[config.mk]
export PLATFORM = sky130hd
export DESIGN_NAME = sr_cmd_gen_flat
export DESIGN_NICKNAME = d
export VERILOG_FILES = /design/src/rtl/sr_cmd_gen_if.sv /design/src/rtl/sr_cmd_gen.sv /design/src/flat_wrapper.sv
export SDC_FILE = /design/constraint.sdc
export NUM_CORES = 1
export LEC_CHECK = 0
export CORE_UTILIZATION = 60
export CTS_CLUSTER_DIAMETER = 120
export CTS_CLUSTER_SIZE = 10
export DETAILED_ROUTE_END_ITERATION = 6
export PLACE_DENSITY = 0.9
export REMOVE_ABC_BUFFERS = 1
export SYNTH_ARGS = -nofsm -noshare
export SYNTH_HDL_FRONTEND = slang
export SYNTH_SLANG_ARGS = --single-unit
[constraint.sdc]
create_clock -name clk -period 3.2 [get_ports clk]
set_input_delay 0.64 -clock clk [delete_from_list [all_inputs] [get_ports clk]]
set_output_delay 0.64 -clock clk [all_outputs]
set_load 0.05 [all_outputs]
[src/rtl/sr_cmd_gen_if.sv]
// sr_cmd_gen_if: request/command bundle between a requester and sr_cmd_gen.
//   set_raw / reset_raw : raw, possibly bouncy request lines into the generator
//   s / r               : clean one-cycle command pulses towards the sr stage
//   busy / drop         : generator status
//   conflict_cnt        : present only when SR_CONFLICT_CNT_EN is defined
// master modport: the requester side. slave modport: the generator itself.

interface sr_cmd_gen_if;
  logic       set_raw;
  logic       reset_raw;
  logic       s;
  logic       r;
  logic       busy;
  logic       drop;
`ifdef SR_CONFLICT_CNT_EN
  logic [7:0] conflict_cnt;

  modport master (
    output set_raw,
    output reset_raw,
    input  s,
    input  r,
    input  busy,
    input  drop,
    input  conflict_cnt
  );

  modport slave (
    input  set_raw,
    input  reset_raw,
    output s,
    output r,
    output busy,
    output drop,
    output conflict_cnt
  );
`else
  modport master (
    output set_raw,
    output reset_raw,
    input  s,
    input  r,
    input  busy,
    input  drop
  );

  modport slave (
    input  set_raw,
    input  reset_raw,
    output s,
    output r,
    output busy,
    output drop
  );
`endif
endinterface : sr_cmd_gen_if

[src/rtl/sr_cmd_gen.sv]
// sr_cmd_gen: command stage in front of an sr flip-flop.
// Two raw request lines are synchronised, debounced and edge-detected; a small
// FSM turns each accepted rising edge into a single registered s or r pulse,
// never both, followed by a hold-off window in which new requests are dropped.
// Optional feature macro: SR_CONFLICT_CNT_EN adds a saturating 8-bit count of
// simultaneous set+reset requests seen while idle (port bus.conflict_cnt).

module sr_cmd_gen #(
  parameter int DEBOUNCE_CYCLES = 4,  // cycles a changed level must persist (>=1)
  parameter int HOLDOFF_CYCLES  = 3,  // idle cycles after each pulse (>=1)
  parameter int CNT_W           = 4,  // must hold max(DEBOUNCE_CYCLES, HOLDOFF_CYCLES)
  parameter int RESET_PRIORITY  = 1   // 1: set+reset together issues r, 0: issues s
) (
  input  logic         clk,
  input  logic         rst,
  sr_cmd_gen_if.slave  bus
);

  // Terminal counts for the debounce and hold-off counters.
  localparam logic [CNT_W-1:0] DB_LAST   = CNT_W'(DEBOUNCE_CYCLES - 1);
  localparam logic [CNT_W-1:0] HOLD_LAST = CNT_W'(HOLDOFF_CYCLES - 1);
  localparam logic [CNT_W-1:0] CNT_ONE   = CNT_W'(1);

  // Channel 0 carries the set request, channel 1 the reset request.
  localparam int CH_SET = 0;
  localparam int CH_RST = 1;

  typedef enum logic [1:0] {
    IDLE    = 2'd0,
    PULSE   = 2'd1,
    HOLDOFF = 2'd2
  } state_t;

  logic [1:0]       raw;
  logic [1:0]       sync1;
  logic [1:0]       sync2;
  logic [1:0]       stable;
  logic [1:0]       stable_d;
  logic             req_s;
  logic             req_r;
  logic             req_any;
  logic             req_both;

  state_t           state;
  logic [CNT_W-1:0] hold_cnt;
  logic             s_q;
  logic             r_q;
  logic             busy_q;
  logic             drop_q;

  assign raw = {bus.reset_raw, bus.set_raw};

  // Two-flop synchroniser per channel; sync1 feeds nothing but sync2.
  always_ff @(posedge clk) begin
    // NOTE: every register here is written with <= so all flops sample the
    // pre-edge values together; blocking = would collapse the two stages.
    if (rst) begin
      sync1 <= '0;
      sync2 <= '0;
    end else begin
      sync1 <= raw;
      sync2 <= sync1;
    end
  end

  // One debouncer per channel. The stable level only moves after the
  // synchronised input has disagreed with it for DEBOUNCE_CYCLES edges in a
  // row; a single agreeing sample restarts the count.
  for (genvar ch = 0; ch < 2; ch++) begin : g_db
    logic             stable_q;
    logic [CNT_W-1:0] db_cnt;

    // Run-length counter of consecutive disagreeing samples.
    always_ff @(posedge clk) begin
      if (rst) begin
        stable_q <= 1'b0;
        db_cnt   <= '0;
      end else if (sync2[ch] != stable_q) begin
        if (db_cnt == DB_LAST) begin
          stable_q <= sync2[ch];
          db_cnt   <= '0;
        end else begin
          db_cnt <= db_cnt + CNT_ONE;
        end
      end else begin
        db_cnt <= '0;
      end
    end

    assign stable[ch] = stable_q;
  end

  // Previous stable level, used to find rising edges of the debounced lines.
  always_ff @(posedge clk) begin
    if (rst) begin
      stable_d <= '0;
    end else begin
      stable_d <= stable;
    end
  end

  // A request is a rising edge of the debounced level; falling edges are ignored.
  assign req_s    = stable[CH_SET] & ~stable_d[CH_SET];
  assign req_r    = stable[CH_RST] & ~stable_d[CH_RST];
  assign req_any  = req_s | req_r;
  assign req_both = req_s & req_r;

  // Command FSM with registered s, r, busy and drop.
  always_ff @(posedge clk) begin
    if (rst) begin
      state    <= IDLE;
      hold_cnt <= '0;
      s_q      <= 1'b0;
      r_q      <= 1'b0;
      busy_q   <= 1'b0;
      drop_q   <= 1'b0;
    end else begin
      // NOTE: pulse outputs get a default of 0 at the top of every clocked
      // cycle, so each one stays high for exactly one cycle unless re-set below.
      s_q    <= 1'b0;
      r_q    <= 1'b0;
      drop_q <= 1'b0;

      case (state)
        IDLE: begin
          if (req_any) begin
            state  <= PULSE;
            busy_q <= 1'b1;
            if (req_both) begin
              // Only one command may reach the sr stage; the loser is reported.
              drop_q <= 1'b1;
              if (RESET_PRIORITY != 0) begin
                r_q <= 1'b1;
              end else begin
                s_q <= 1'b1;
              end
            end else if (req_s) begin
              s_q <= 1'b1;
            end else begin
              r_q <= 1'b1;
            end
          end
        end

        PULSE: begin
          state    <= HOLDOFF;
          hold_cnt <= '0;
          if (req_any) begin
            drop_q <= 1'b1;
          end
        end

        HOLDOFF: begin
          if (hold_cnt == HOLD_LAST) begin
            state  <= IDLE;
            busy_q <= 1'b0;
          end else begin
            hold_cnt <= hold_cnt + CNT_ONE;
          end
          if (req_any) begin
            drop_q <= 1'b1;
          end
        end

        default: begin
          state  <= IDLE;
          busy_q <= 1'b0;
        end
      endcase
    end
  end

  assign bus.s    = s_q;
  assign bus.r    = r_q;
  assign bus.busy = busy_q;
  assign bus.drop = drop_q;

`ifdef SR_CONFLICT_CNT_EN
  logic [7:0] conflict_q;

  // Saturating count of simultaneous requests that reached the idle FSM.
  always_ff @(posedge clk) begin
    if (rst) begin
      conflict_q <= '0;
    end else if ((state == IDLE) && req_both && (conflict_q != 8'hFF)) begin
      conflict_q <= conflict_q + 8'd1;
    end
  end

  assign bus.conflict_cnt = conflict_q;
`endif

endmodule : sr_cmd_gen
[src/flat_wrapper.sv]
// flat-port wrapper written by rule: the top's interface ports become plain ports
module sr_cmd_gen_flat 
#(
  parameter int DEBOUNCE_CYCLES = 4,                                              
  parameter int HOLDOFF_CYCLES  = 3,                                       
  parameter int CNT_W           = 4,                                                   
  parameter int RESET_PRIORITY  = 1                                                 
)
  (clk, rst, bus_set_raw, bus_reset_raw, bus_s, bus_r, bus_busy, bus_drop);
  sr_cmd_gen_if bus_i ();
  input  logic clk;
  input  logic rst;
  input wire logic [$bits(bus_i.set_raw)-1:0] bus_set_raw;
  input wire logic [$bits(bus_i.reset_raw)-1:0] bus_reset_raw;
  output wire logic [$bits(bus_i.s)-1:0] bus_s;
  output wire logic [$bits(bus_i.r)-1:0] bus_r;
  output wire logic [$bits(bus_i.busy)-1:0] bus_busy;
  output wire logic [$bits(bus_i.drop)-1:0] bus_drop;
  assign bus_i.set_raw = bus_set_raw;
  assign bus_i.reset_raw = bus_reset_raw;
  assign bus_s = bus_i.s;
  assign bus_r = bus_i.r;
  assign bus_busy = bus_i.busy;
  assign bus_drop = bus_i.drop;
  sr_cmd_gen #(.DEBOUNCE_CYCLES(DEBOUNCE_CYCLES), .HOLDOFF_CYCLES(HOLDOFF_CYCLES), .CNT_W(CNT_W), .RESET_PRIORITY(RESET_PRIORITY)) u_core (.clk(clk), .rst(rst), .bus(bus_i));
endmodule
---- Yosys cells after proc, flatten, opt, wreduce, memory -nomap -nowiden ----
Index checks and enable logic that the tools add are counted.
word-level totals
  register bits after elaboration ......... 26
  bits of input ports ..................... 4
  logic and storage cells ................. 64
cells by class
  add/sub/neg operators ................... 3
  equality and inequality tests ........... 10
  muxes and demuxes ....................... 15
  bitwise operators ....................... 11
  reductions and logical operators ........ 12
operators with widths
  cell                 number
  $add 4x1->4 const B  3
  $eq 4x2->1 const B   3
  $reduce_or 3->1      3
  $mux 1               8
  $pmux 4 s2           1
  $reduce_and 2->1     4
  $not 1->1            7
  $pmux 2 s3           1
  $mux 2               2
  $mux 4               1
  $ne 2x1->1 const B   2
  $reduce_or 4->1      1
  $and 1x1->1          3
  $pmux 1 s3           1
  $reduce_and 3->1     1
  $eq 2x1->1 const B   1
  $eq 2x2->1 const B   1
  $logic_not 2->1      1
  $ne 1x1->1           2
  $ne 2x2->1 const B   1
  $pmux 1 s2           1
  $reduce_bool 2->1    1
  $reduce_or 2->1      1
  $or 1x1->1           1

---- Depth between registers and ports, before layout ----
  depth after elaboration ................. 6
  depth in mapped cells ................... 5

---- Least setup slack after synthesis ----
Ideal clock, no wire load.
  kind .................................... reg2reg
  from .................................... reg u_core.hold_cnt[0]
  to ...................................... reg u_core.state[0]
  arrival ................................. 1.322 ns
  data required time ...................... 3.140 ns
  slack ................................... 1.817 ns
  cell stages (with the launch flop) ...... 6
  period minus slack after synthesis ...... 1.383 ns
  cells stage by stage .................... dfxtp_1 > inv_1 > ha_1 > or3b_4 > a32oi_4 > o221a_1
on the way
  cells in the longest elaborated chain, start to end .. 3
ends and longest elaborated chain
  what                        line               source
  start: declaration          sr_cmd_gen.sv:45   logic [CNT_W-1:0] hold_cnt;
  start signal: assignment    sr_cmd_gen.sv:158  hold_cnt <= hold_cnt + CNT_ONE;
  $eq 4x2->1                  sr_cmd_gen.sv:154  if (hold_cnt == HOLD_LAST) begin
  $ne 2x1->1 (no line)        --
  $reduce_and 2->1 (no line)  --
  end signal: assignment      sr_cmd_gen.sv:146  state <= HOLDOFF;
  end signal: assignment      sr_cmd_gen.sv:155  state <= IDLE;
  end signal: assignment      sr_cmd_gen.sv:166  state <= IDLE;
  end: declaration            sr_cmd_gen.sv:44   state_t state;
No other way between the ends.
A chain may end at the register's enable or synchronous reset.

---- Worst setup path after layout ----
  from .................................... reg u_core.busy_q (netlist: u_core.bus.busy)
  to ...................................... out bus_busy
RTL lines
  what                      line                source
  start: declaration        sr_cmd_gen.sv:48    logic busy_q;
  start signal: assignment  sr_cmd_gen.sv:115   busy_q <= 1'b0;
  start signal: assignment  sr_cmd_gen.sv:128   busy_q <= 1'b1;
  start signal: assignment  sr_cmd_gen.sv:156   busy_q <= 1'b0;
  end: declaration          flat_wrapper.sv:17  output wire logic [$bits(bus_i.busy)-1:0] bus_busy;
No word-level cell between the ends.

==> flow_summary_export.csv <==
group,metric,value,unit
run_status,outcome,"complete, no violations",
critical_path,slowest_delay,0.80,ns
critical_path,path_class,"reg2out",
global_routing,first_global_vias,657,
min_path,min_path_cells,1,
finish,fin_area,1260,um^2
synth,ys_types,29,
global_routing,grt_pass1_wl,2720,um
clock_network,hold_buffers,0,
clock_network,path_clk_slew,0.14,ns
synth,synth_seq_cells,26,
sta,skew,0.00282,ns
drt,via_per_inst,5.18,
drt,ant_nets,0,
critical_path,crit_path_end_kind,"primary output",
sta,slew_headroom,0.629,
critical_path,cp.required,2.56,ns
sta,worst_pin_slew,0.555,ns
clock_network,clockBufferDepth,2,
power,ir_worst_vdd,0.352,mV
finish,finalCoreUtilization,0.728,
drt,remaining_drc_errors,0,
critical_path,crit_buf_inv,1,
placed_design,dp_hpwl,1230,um
clock_network,post-cts-setup-buffers,0,
critical_path,regToRegStartpoint,"u_core.hold_cnt[0]$_SDFFE_PP0P_",
critical_path,cp.arrival,1.47,ns
synth,yosysSeqAreaShare,0.470,
global_routing,globalRouteMet1Util,0.239,
sta,setup_violations,0,
placed_design,place_area,1200,um^2
critical_path,cp_slowest_cell,"clkdlybuf4s50_1",
drt,drt-wirelength-per-cell,11.6,um
global_routing,track_usage,0.183,
critical_path,path_cells,"clkdlybuf4s50_1",
run,cap_violations,0,
critical_path,startpoint_type,"flop",
sta,setup_tns,0,ns
global_routing,grt_start_max_net_pins,18,
sta,holdWs,0.459,ns
floorplanning,num_rows,15,
placed_design,gp_congestion,0.733,
drt,dr.pass1.iters,6,
drt,routed_wirelength,1670,um
drt,drtIter0Drc,14,
sta,rsz0062_at_grt,"false",
sta,finalHoldViolations,0,
sta,fmax,474,MHz
sta,drv_slew,0,
global_routing,met3_usage,0.0240,
min_path,hold_path_end,"u_core.sync2[0]$_SDFF_PP0_",
floorplanning,die_y,45.0,um
finish,layout-drive-gt1-share,0.0588,
global_routing,antenna_found_initial,0,
clock_network,root_buffer,"clkbuf_4",
critical_path,cp.depth,1,
placed_design,portBuffers,7,
finish,antenna-diode-count,0,
power,p_leak,0.477,nW
floorplanning,io-pin-count,8,
clock_network,ctsResizeCount,0,
clock_network,cts.sinks,26,
clock_network,cts-htree-levels,1,
global_routing,grt_remaining_overflow,0,
finish,syn2layout_area_growth,13.6,%
global_routing,globalRouteMet2Util,0.304,
synth,netlist_instances,109,
clock_network,clk_latency,0.31,ns
synth,syn_area,1110,um^2
power,power,0.681,mW
clock_network,cts_made_buffers,3,
floorplanning,initial_core_util,0.641,
critical_path,rrSetupSlack,1.67,ns
sta,min_period,2.11,ns
min_path,hold_start,"u_core.sync1[0]$_SDFF_PP0_",
min_path,hp-class,"reg2reg",
floorplanning,dieWidth,45.0,um
synth,synth_warnings,0,
finish,fin_nets,133,
sta,period_share,0.660,
floorplanning,die_area,2020,um^2
critical_path,worstPathMaxFanout,3,
finish,layout_commonest_cell,"dfxtp_1",
critical_path,ff2ff_path_depth,5,
global_routing,gr-max-usage-layer,"met2",
clock_network,cts_tree,"done",
critical_path,path_delay_family,"buffers and inverters",
synth,syn_avg_cell_area,10.2,um^2
drt,vias,746,
power,power_density,542,nW/um^2
finish,final_cell_mix,"dfxtp_1 (26), nor2_1 (12), ha_1 (9)",
critical_path,worstReg2RegEnd,"u_core.state[0]$_SDFFE_PP0P_",
floorplanning,coreArea,1730,um^2
sequential cells by signal, summed over array words and instances (netlist names):
name and count:
u_core.bus.s 1, u_core.sync1 2, u_core.g_db.stable_q 2, u_core.bus.drop 1
u_core.bus.r 1, u_core.stable_d 2, u_core.bus.busy 1, u_core.state 2
u_core.g_db.db_cnt 8, u_core.hold_cnt 4, u_core.sync2 2
worst max-delay path by stage:
stage                                          end                            start
2_1_floorplan         u_core.state[0]$_SDFFE_PP0P_  u_core.hold_cnt[0]$_SDFFE_PP0P_
3_3_place_gp   u_core.g_db[0].db_cnt[3]$_SDFF_PP0_                              rst
3_5_place_dp   u_core.g_db[0].db_cnt[2]$_SDFF_PP0_                              rst
4_1_cts                                   bus_busy     u_core.bus.busy$_SDFFE_PP0P_
5_1_grt                                   bus_busy     u_core.bus.busy$_SDFFE_PP0P_
6_report                                  bus_busy     u_core.bus.busy$_SDFFE_PP0P_
metal layers:
metal / share of wire / wire length [um] / vias to the layer above
li1: - / - / 390
met1: 0.50 / 839 / 347
met2: 0.47 / 784 / 7
met3: 0.017 / 28 / 2
met4: 0.0078 / 13 / 0
met5: 0 / 0 / -
area by class of cell:
type	instances	area (um^2)
inverters	7	26.3
flip-flops and latches	26	520
repair buffers	7	70.1
clock buffers	3	22.5
clock inverters	1	30.0
fillers	130	469
well taps	25	31.3
multi-input cells	75	557
power by group:
group	switching (mW)	internal [mW]
logic	0.0628	0.0491
clock network	0.0946	0.126
registers	0.0114	0.337
cell usage after synthesis (all sizes together):
cell / number / area, um^2
a32oi: 1 / 27.5
and3b: 1 / 8.76
nand3b: 2 / 15.0
nand2b: 3 / 18.8
nor2: 12 / 45.0
nor3b: 4 / 30.0
o221a: 1 / 11.3
nand3: 6 / 30.0
a21oi: 3 / 15.0
ha: 9 / 113
nor3: 1 / 5.00
nand4: 1 / 6.26
nor2b: 6 / 37.5
or2: 1 / 6.26
or3b: 1 / 11.3
o21bai: 1 / 7.51
mux2i: 4 / 40.0
xnor2: 4 / 35.0
inv: 7 / 26.3
nand2: 3 / 11.3
clkbuf: 1 / 3.75
o21ai: 1 / 5.00
dfxtp: 26 / 521
o2111a: 1 / 11.3
o211ai: 2 / 15.0
a211oi: 1 / 7.51
or3: 3 / 18.8
xor2: 2 / 17.5
or2b: 1 / 7.51
stage by stage:
step / cells / worst slack [ns]
after floorplan: 108 / 1.82
after global placement: 140 / 1.19
after detailed placement: 140 / 1.14
after CTS: 144 / 1.08
after global routing: 144 / 1.04
final: 144 / 1.09
cell families (layout without fill, tap and decap cells):
kind of cell,count (synthesis),after routing,synth area share
compound gates,11,11,0.0904
xor+xnor,6,6,0.0475
buf+inv,8,18,0.0271
mux,4,4,0.0362
flops,26,26,0.470
fa+ha+maj,9,9,0.102
simple gates,45,45,0.227
Note: power is estimated with default switching activity, not from simulation.
